File: src/rtl/rx_frame_ctrl.sv
// UART receive frame controller: start detect, mid-bit sampling via bsc bitProgress, stop/parity check.
// Optional RX_PARITY_EN macro adds an even-parity bit between the data bits and the stop bit.
module rx_frame_ctrl #(
  parameter int DATA_BITS   = 8,
  parameter int MID_SAMPLE  = 7,
  parameter int LAST_SAMPLE = 15
) (
  input  logic                 clk_i,
  input  logic                 rst_i,
  input  logic                 serial_in_i,
  input  logic [3:0]           bit_progress_i,
  output logic                 enable_o,
  output logic [DATA_BITS-1:0] data_o,
  output logic                 char_received_o,
  output logic                 frame_err_o
);

  localparam logic [3:0] MID      = 4'(MID_SAMPLE);
  localparam logic [3:0] LAST     = 4'(LAST_SAMPLE);
  localparam logic [3:0] LAST_IDX = 4'(DATA_BITS - 1);

`ifdef RX_PARITY_EN
  typedef enum logic [2:0] {S_IDLE, S_START, S_DATA, S_PARITY, S_STOP} state_t;
`else
  typedef enum logic [2:0] {S_IDLE, S_START, S_DATA, S_STOP} state_t;
`endif

  state_t               state_q;
  logic                 rx_meta_q;
  logic                 rx_s_q;
  logic [DATA_BITS-1:0] shreg_q;
  logic [DATA_BITS-1:0] shreg_d;
  logic [3:0]           idx_q;
  logic                 enable_q;
  logic [DATA_BITS-1:0] data_q;
  logic                 char_q;
  logic                 err_q;
  logic                 at_mid;
  logic                 at_last;
  logic                 stop_good;

  assign at_mid  = (bit_progress_i == MID);
  assign at_last = (bit_progress_i == LAST);

  // Right shift: the first (LSB) bit received ends up in bit 0 after DATA_BITS shifts.
  always_comb begin
    shreg_d = {rx_s_q, shreg_q[DATA_BITS-1:1]};
  end

`ifdef RX_PARITY_EN
  logic par_err_q;
  assign stop_good = rx_s_q && !par_err_q;
`else
  assign stop_good = rx_s_q;
`endif

  always_ff @(posedge clk_i or negedge rst_i) begin
    if (!rst_i) begin
      state_q   <= S_IDLE;
      rx_meta_q <= 1'b1;
      rx_s_q    <= 1'b1;
      shreg_q   <= '0;
      idx_q     <= '0;
      enable_q  <= 1'b0;
      data_q    <= '0;
      char_q    <= 1'b0;
      err_q     <= 1'b0;
`ifdef RX_PARITY_EN
      par_err_q <= 1'b0;
`endif
    end else begin
      rx_meta_q <= serial_in_i;
      rx_s_q    <= rx_meta_q;
      char_q    <= 1'b0;
      err_q     <= 1'b0;
      case (state_q)
        S_IDLE: begin
          // Level-based start detect: a held-low line re-arms after every STOP.
          if (!rx_s_q) begin
            state_q  <= S_START;
            enable_q <= 1'b1;
`ifdef RX_PARITY_EN
            par_err_q <= 1'b0;
`endif
          end
        end
        S_START: begin
          if (at_mid && rx_s_q) begin
            state_q  <= S_IDLE;
            enable_q <= 1'b0;
          end else if (at_last) begin
            state_q <= S_DATA;
            idx_q   <= '0;
          end
        end
        S_DATA: begin
          if (at_mid) begin
            shreg_q <= shreg_d;
          end
          if (at_last) begin
            idx_q <= idx_q + 4'd1;
            if (idx_q == LAST_IDX) begin
`ifdef RX_PARITY_EN
              state_q <= S_PARITY;
`else
              state_q <= S_STOP;
`endif
            end
          end
        end
`ifdef RX_PARITY_EN
        S_PARITY: begin
          if (at_mid) begin
            par_err_q <= (rx_s_q != (^shreg_q));
          end
          if (at_last) begin
            state_q <= S_STOP;
          end
        end
`endif
        S_STOP: begin
          // Leave at mid-stop so a back-to-back start bit is seen with half a bit of margin.
          if (at_mid) begin
            state_q  <= S_IDLE;
            enable_q <= 1'b0;
            if (stop_good) begin
              data_q <= shreg_q;
              char_q <= 1'b1;
            end else begin
              err_q <= 1'b1;
            end
          end
        end
        default: begin
          state_q  <= S_IDLE;
          enable_q <= 1'b0;
        end
      endcase
    end
  end

  assign enable_o        = enable_q;
  assign data_o          = data_q;
  assign char_received_o = char_q;
  assign frame_err_o     = err_q;

endmodule

File: config.mk
export PLATFORM = sky130hd
export DESIGN_NAME = rx_frame_ctrl
export DESIGN_NICKNAME = d
export VERILOG_FILES = /design/src/rtl/rx_frame_ctrl.sv
export SDC_FILE = /design/constraint.sdc
export NUM_CORES = 1
export LEC_CHECK = 0
export ABC_AREA = 1
export CORE_MARGIN = 5
export CORE_UTILIZATION = 52
export CTS_BUF_LIST = sky130_fd_sc_hd__clkbuf_8 sky130_fd_sc_hd__clkbuf_16
export DETAILED_ROUTE_END_ITERATION = 7
export PLACE_DENSITY_LB_ADDON = 0.15
export SYNTH_ARGS = -nofsm -noshare
export SYNTH_HDL_FRONTEND = slang
export SYNTH_SLANG_ARGS = --single-unit
export TNS_END_PERCENT = 20
File: constraint.sdc
create_clock -name clk_i -period 1.6 [get_ports clk_i]
set_clock_uncertainty 0.15 [all_clocks]
set_input_delay 0.32 -clock clk_i [delete_from_list [all_inputs] [get_ports clk_i]]
set_output_delay 0.32 -clock clk_i [all_outputs]
set_load 0.05 [all_outputs]
# Word-level counts from Yosys, hierarchy flattened
# Cells that the tools add are included.
[totals] ff_bits=28 word_cells=54
[classes] add_sub_neg=1 eq_ne=14 mux=21 bitwise=1 reduce_logical=8
[ops] cell="3-bit 2-to-1 mux" n=6
[ops] cell="2-bit != test, second input constant" n=7
[ops] cell="4-bit 2-to-1 mux" n=3
[ops] cell="3-bit one-hot mux with 4 select lines" n=1
[ops] cell="1-bit 2-to-1 mux" n=9
[ops] cell="4-bit by 3-bit == test with 1-bit output, second input constant" n=2
[ops] cell="4-bit one-hot mux with 2 select lines" n=1
[ops] cell="4-bit AND reduction" n=2
[ops] cell="3-bit by 2-bit == test with 1-bit output, second input constant" n=2
[ops] cell="5-bit AND reduction" n=1
[ops] cell="4-bit by 1-bit adder with 4-bit output, second input constant" n=1
[ops] cell="4-bit == test, second input constant" n=1
[ops] cell="1-bit one-hot mux with 4 select lines" n=1
[ops] cell="3-bit by 1-bit == test with 1-bit output, second input constant" n=1
[ops] cell="3-bit logical NOT" n=1
[ops] cell="3-bit != test, second input constant" n=1
[ops] cell="3-bit AND reduction" n=1
[ops] cell="2-bit AND reduction" n=1
[ops] cell="2-bit nonzero test" n=1
[ops] cell="1-bit logical AND" n=1
[ops] cell="1-bit NOT" n=1

# Depth between registers and ports, before layout
[logic_depth] depth_word=4 ltp_mapped=9

# Worst setup path after synthesis
# OpenSTA, ideal clock, no wires.
[synth_path] kind="reg2reg" from="register rx_s_q" to="register state_q[0]" arrival_time_ps=1053 required_time_ps=1333 path_slack_ps=280 stages_incl_launch_ff=8 path_buffers=0 period_less_slack_ps=1320 cell_sequence="dfstp_2 > inv_1 > nor2_1 > a21oi_4 > nand2_2 > nand2_1 > nand2_1 > nand2_1"
[synth_via] elab_chain_cells=3
[synth_lines] item="from (decl)" line_no="30" source="logic rx_s_q;"
[synth_lines] item="from (signal assigned)" line_no="73" source="rx_s_q <= rx_meta_q;"
[synth_lines] item="1-bit logical AND" line_no="88" source="if (at_mid && rx_s_q) begin"
[synth_lines] item="3-bit != test (no source line) / 3-bit 2-to-1 mux (equally long branches)"
[synth_lines] item="5-bit AND reduction (no source line) / 3-bit one-hot mux with 4 select lines (equally long branches)"
[synth_lines] item="to (signal assigned)" line_no="89" source="state_q <= S_IDLE;"
[synth_lines] item="to (signal assigned)" line_no="92" source="state_q <= S_DATA;"
[synth_lines] item="to (signal assigned)" line_no="106" source="state_q <= S_STOP;"
[synth_lines] item="to (decl)" line_no="28" source="state_t state_q;"
# Parallel ways exist; a longest one is shown, timed or not.
# A chain may end at the register's enable or synchronous reset.

# Worst setup path in the final report
[layout_path] from="input port bit_progress_i[0]" to="register data_q[6] (netlist: data_o[6])"
[layout_via] elab_chain_cells=2
[layout_lines] item="from (decl)" line_no="11" source="input logic [3:0] bit_progress_i,"
[layout_lines] item="4-bit by 3-bit == test with 1-bit output" line_no="42" source="assign at_mid = (bit_progress_i == MID);"
[layout_lines] item="3-bit AND reduction (no source line)"
[layout_lines] item="to (signal assigned)" line_no="127" source="data_q <= shreg_q;"
[layout_lines] item="to (decl)" line_no="35" source="logic [DATA_BITS-1:0] data_q;"
# No other way between the ends.

==> reports/qor.yml <==
run_status:
  status: "finished, final reports clean"
logic_synthesis:
  synth-edff-count: 0
  synth.cell_area_sq_mm: 0.00123
  ys_top_cells_by_area: "dfrtp_1, nand2_1, dfstp_2, nand2_2, inv_1"
  synth_top_area_share: 0.507
  synth.avg_cell_area_sq_um: 9.36
  async_flop_share: 1.00
  yosys.area.top_type: "dfrtp_1"
  yosys.cell_count.top_type: "nand2_1"
  ys_ff_latch: 27
  synth_fp_nets: 140
  ys_types: 23
  synthTopCellsByCount: "nand2_1, dfrtp_1, inv_1, nor2_1"
  seq_area_frac_synth: 0.549
  synth_cells: 132
  ys.flop_type: "dfrtp_1"
  yosysWarnings: 0
final_layout:
  drive_gt1_frac: 0.319
  areaGrowthSynthToFinish_pct: 38.4
  fill_cells: 137
  stdcell_count: 194
  seqCellArea_sq_um: 678
  stdcell_area_sq_mm: 0.00171
  final_util: 0.765
  num_antenna_cells: 0
  multi_input_area_sq_um: 490
  nNetsFinal: 175
place:
  dpl-instance-area_sq_mm: 0.00163
  place_congestion: 0.755
  io_buffers: 17
  dp_hpwl_microns: 1950
  dpl.cell_count: 187
setup_path:
  max_stage_delay_ns: 0.47
  cp_slowest_cell: "clkdlybuf4s50_1"
  cp_max_fo: 4
  critPathBufInv: 3
  end_kind: "register"
  crit_family: "buffers and inverters"
  ff2ff_path_depth: 8
  cp_data_arrival_time_ns: 1.66
  start_kind: "input port"
  path_depth: 8
  path_common_cell: "nor2_4"
  path_cells: "clkdlybuf4s50_1 > nand2_2 > nor2_4 > nand2_4 > nor2_4 > clkbuf_2 > buf_4 > o21a_1"
  crit_type: "in2reg"
  worstPathRequired_ns: 1.67
clock_network:
  cts_hold_buffers: 0
  cts_tree: "built"
  cts_made_buffers: 3
  cts.sinks: 27
  clk-insertion-delay-late_ns: 0.27
  cts_buffer_depth: 2
  cts_max_level: 1
  root_buffer: "clkbuf_8"
  clk_pin_slew_ns: 0.10
route:
  drt_wl_total_microns: 2630
  ant_nets: 0
  wire_per_inst_microns: 13.6
  drc: 0
  drt_iter0_drc: 37
  dr_total_vias: 993
  vias_per_cell: 5.12
  dr.pass1.iters: 4
die:
  fp-row-count: 17
  fp.dieW_microns: 58.7
  dieHeight_microns: 58.7
  coreArea_sq_mm: 0.00223
  pin_count: 18
  die_area_sq_mm: 0.00345
  start_util: 0.553
sta:
  max_freq_mhz: 628
  finalSetupViolations: 0
  worstMarginPinSlew_ns: 0.262
  min_period_ns: 1.59
  slew_headroom: 0.825
  fin_setup_tns_ns: 0
  fin_crit_sh: 0.996
  hold_viol: 0
  worst_hold_slack_ns: 0.210
  rsz0062_at_grt: "true"
  drv_slew: 0
power:
  p_leak_nw: 0.889
  ir_drop_mv: 0.898
  powerDensity_mw_per_mm2: 1100
flow_run:
  cap_viol_max_count: 0
global_route:
  antenna_found_initial: 0
  grt_overflow: 0
  grt_pass1_wl_microns: 4390
  grt_pass1_vias: 1009
  grt_max_degree: 28
  grt_usage: 0.170
worst_hold_path:
  min_path_cells: 0
  hold_class: "reg2reg"
[worst reg2reg max path: stages (launching register included)]
cell and delay, ns:
dfrtp_1 0.43, inv_1 0.17, nand2_1 0.14, nor2_1 0.19
a21oi_4 0.06, nand2_2 0.09, nand2_1 0.06, nand2_1 0.07
nand2_1 0.05
[cells in the final DEF, fill, tap and decap left out, drive strengths merged]
cell,instances
a21oi,4
buf,25
clkbuf,4
clkdlybuf4s50,4
clkinvlp,1
dfrtp,25
dfstp,2
dlymetal6s2s,2
ha,1
inv,13
mux2,1
nand2,45
nand3,7
nand3b,1
nor2,13
nor3,1
o21a,3
o21ai,13
xor2,1
[sequential cells by signal (all words and copies together) (netlist names)]
| name | count |
|---|---|
| shreg_q | 8 |
| enable_o | 1 |
| rx_s_q | 1 |
| data_o | 8 |
| state_q | 2 |
| rx_meta_q | 1 |
| char_received_o | 1 |
| idx_q | 4 |
| frame_err_o | 1 |
[area by class of cell]
type,instances,share of cell area
multi-input cells,90,0.287
clock inverters,1,0.00439
flip-flops and latches,27,0.397
inverters,13,0.0286
repair buffers,32,0.239
well taps,28,0.0205
clock buffers,3,0.0242
[what timing repair did]
item / CTS / global route
resized for setup: 0 / 7
endpoints found under the setup margin: 0 / 3
setup buffers: 0 / 3
[per-stage QoR]
step | power, W | setup slack [ns]
floorplan | 0.00123 | 0.280
global placement | 0.00145 | -0.175
detailed placement | 0.00150 | -0.256
CTS | 0.00188 | 0.0304
global route | 0.00199 | -0.0287
finish | 0.00188 | 0.00642
[layer usage]
metal	up-vias	wire length (microns)	global-route usage
met3	4	121	0.0395
li1	485	-	-
met1	476	1130	0.207
met5	-	0	0
met4	0	37	0.0939
met2	28	1350	0.274
[path summary, 6_finish.rpt]
| check | endpoint | startpoint | slack [ns] |
|---|---|---|---|
| max reg2reg | state_q[0]$_DFFE_PN0P_ | state_q[1]$_DFFE_PN0P_ | 0.08 |
| max | data_o[6]$_DFFE_PN0P_ | bit_progress_i[0] | 0.006 |
| max in group asynchronous | rx_meta_q$_DFF_PN1_ | rst_i | 0.82 |
| min reg2reg | rx_s_q$_DFF_PN1_ | rx_meta_q$_DFF_PN1_ | 0.21 |
| min | rx_s_q$_DFF_PN1_ | rx_meta_q$_DFF_PN1_ | 0.21 |
| min in group asynchronous | idx_q[3]$_DFFE_PN0P_ | rst_i | 0.24 |
[report_power, final]
| group | total [W] | switching, W | internal [W] |
|---|---|---|---|
| logic | 0.000597 | 0.000352 | 0.000244 |
| registers | 0.000895 | 0.000103 | 0.000792 |
| clock network | 0.000391 | 0.000215 | 0.000177 |
[kinds of logic after synthesis]
family / count (synthesis) / synth area share
AO/OA/AOI/OAI: 20 / 0.102
adder cells (fa/ha/maj): 1 / 0.0101
buffers and inverters: 15 / 0.0578
XOR/XNOR: 1 / 0.00709
flip-flops: 27 / 0.549
multiplexers: 1 / 0.0122
AND/OR/NAND/NOR: 67 / 0.261
Note: power is estimated with default switching activity, not from simulation.
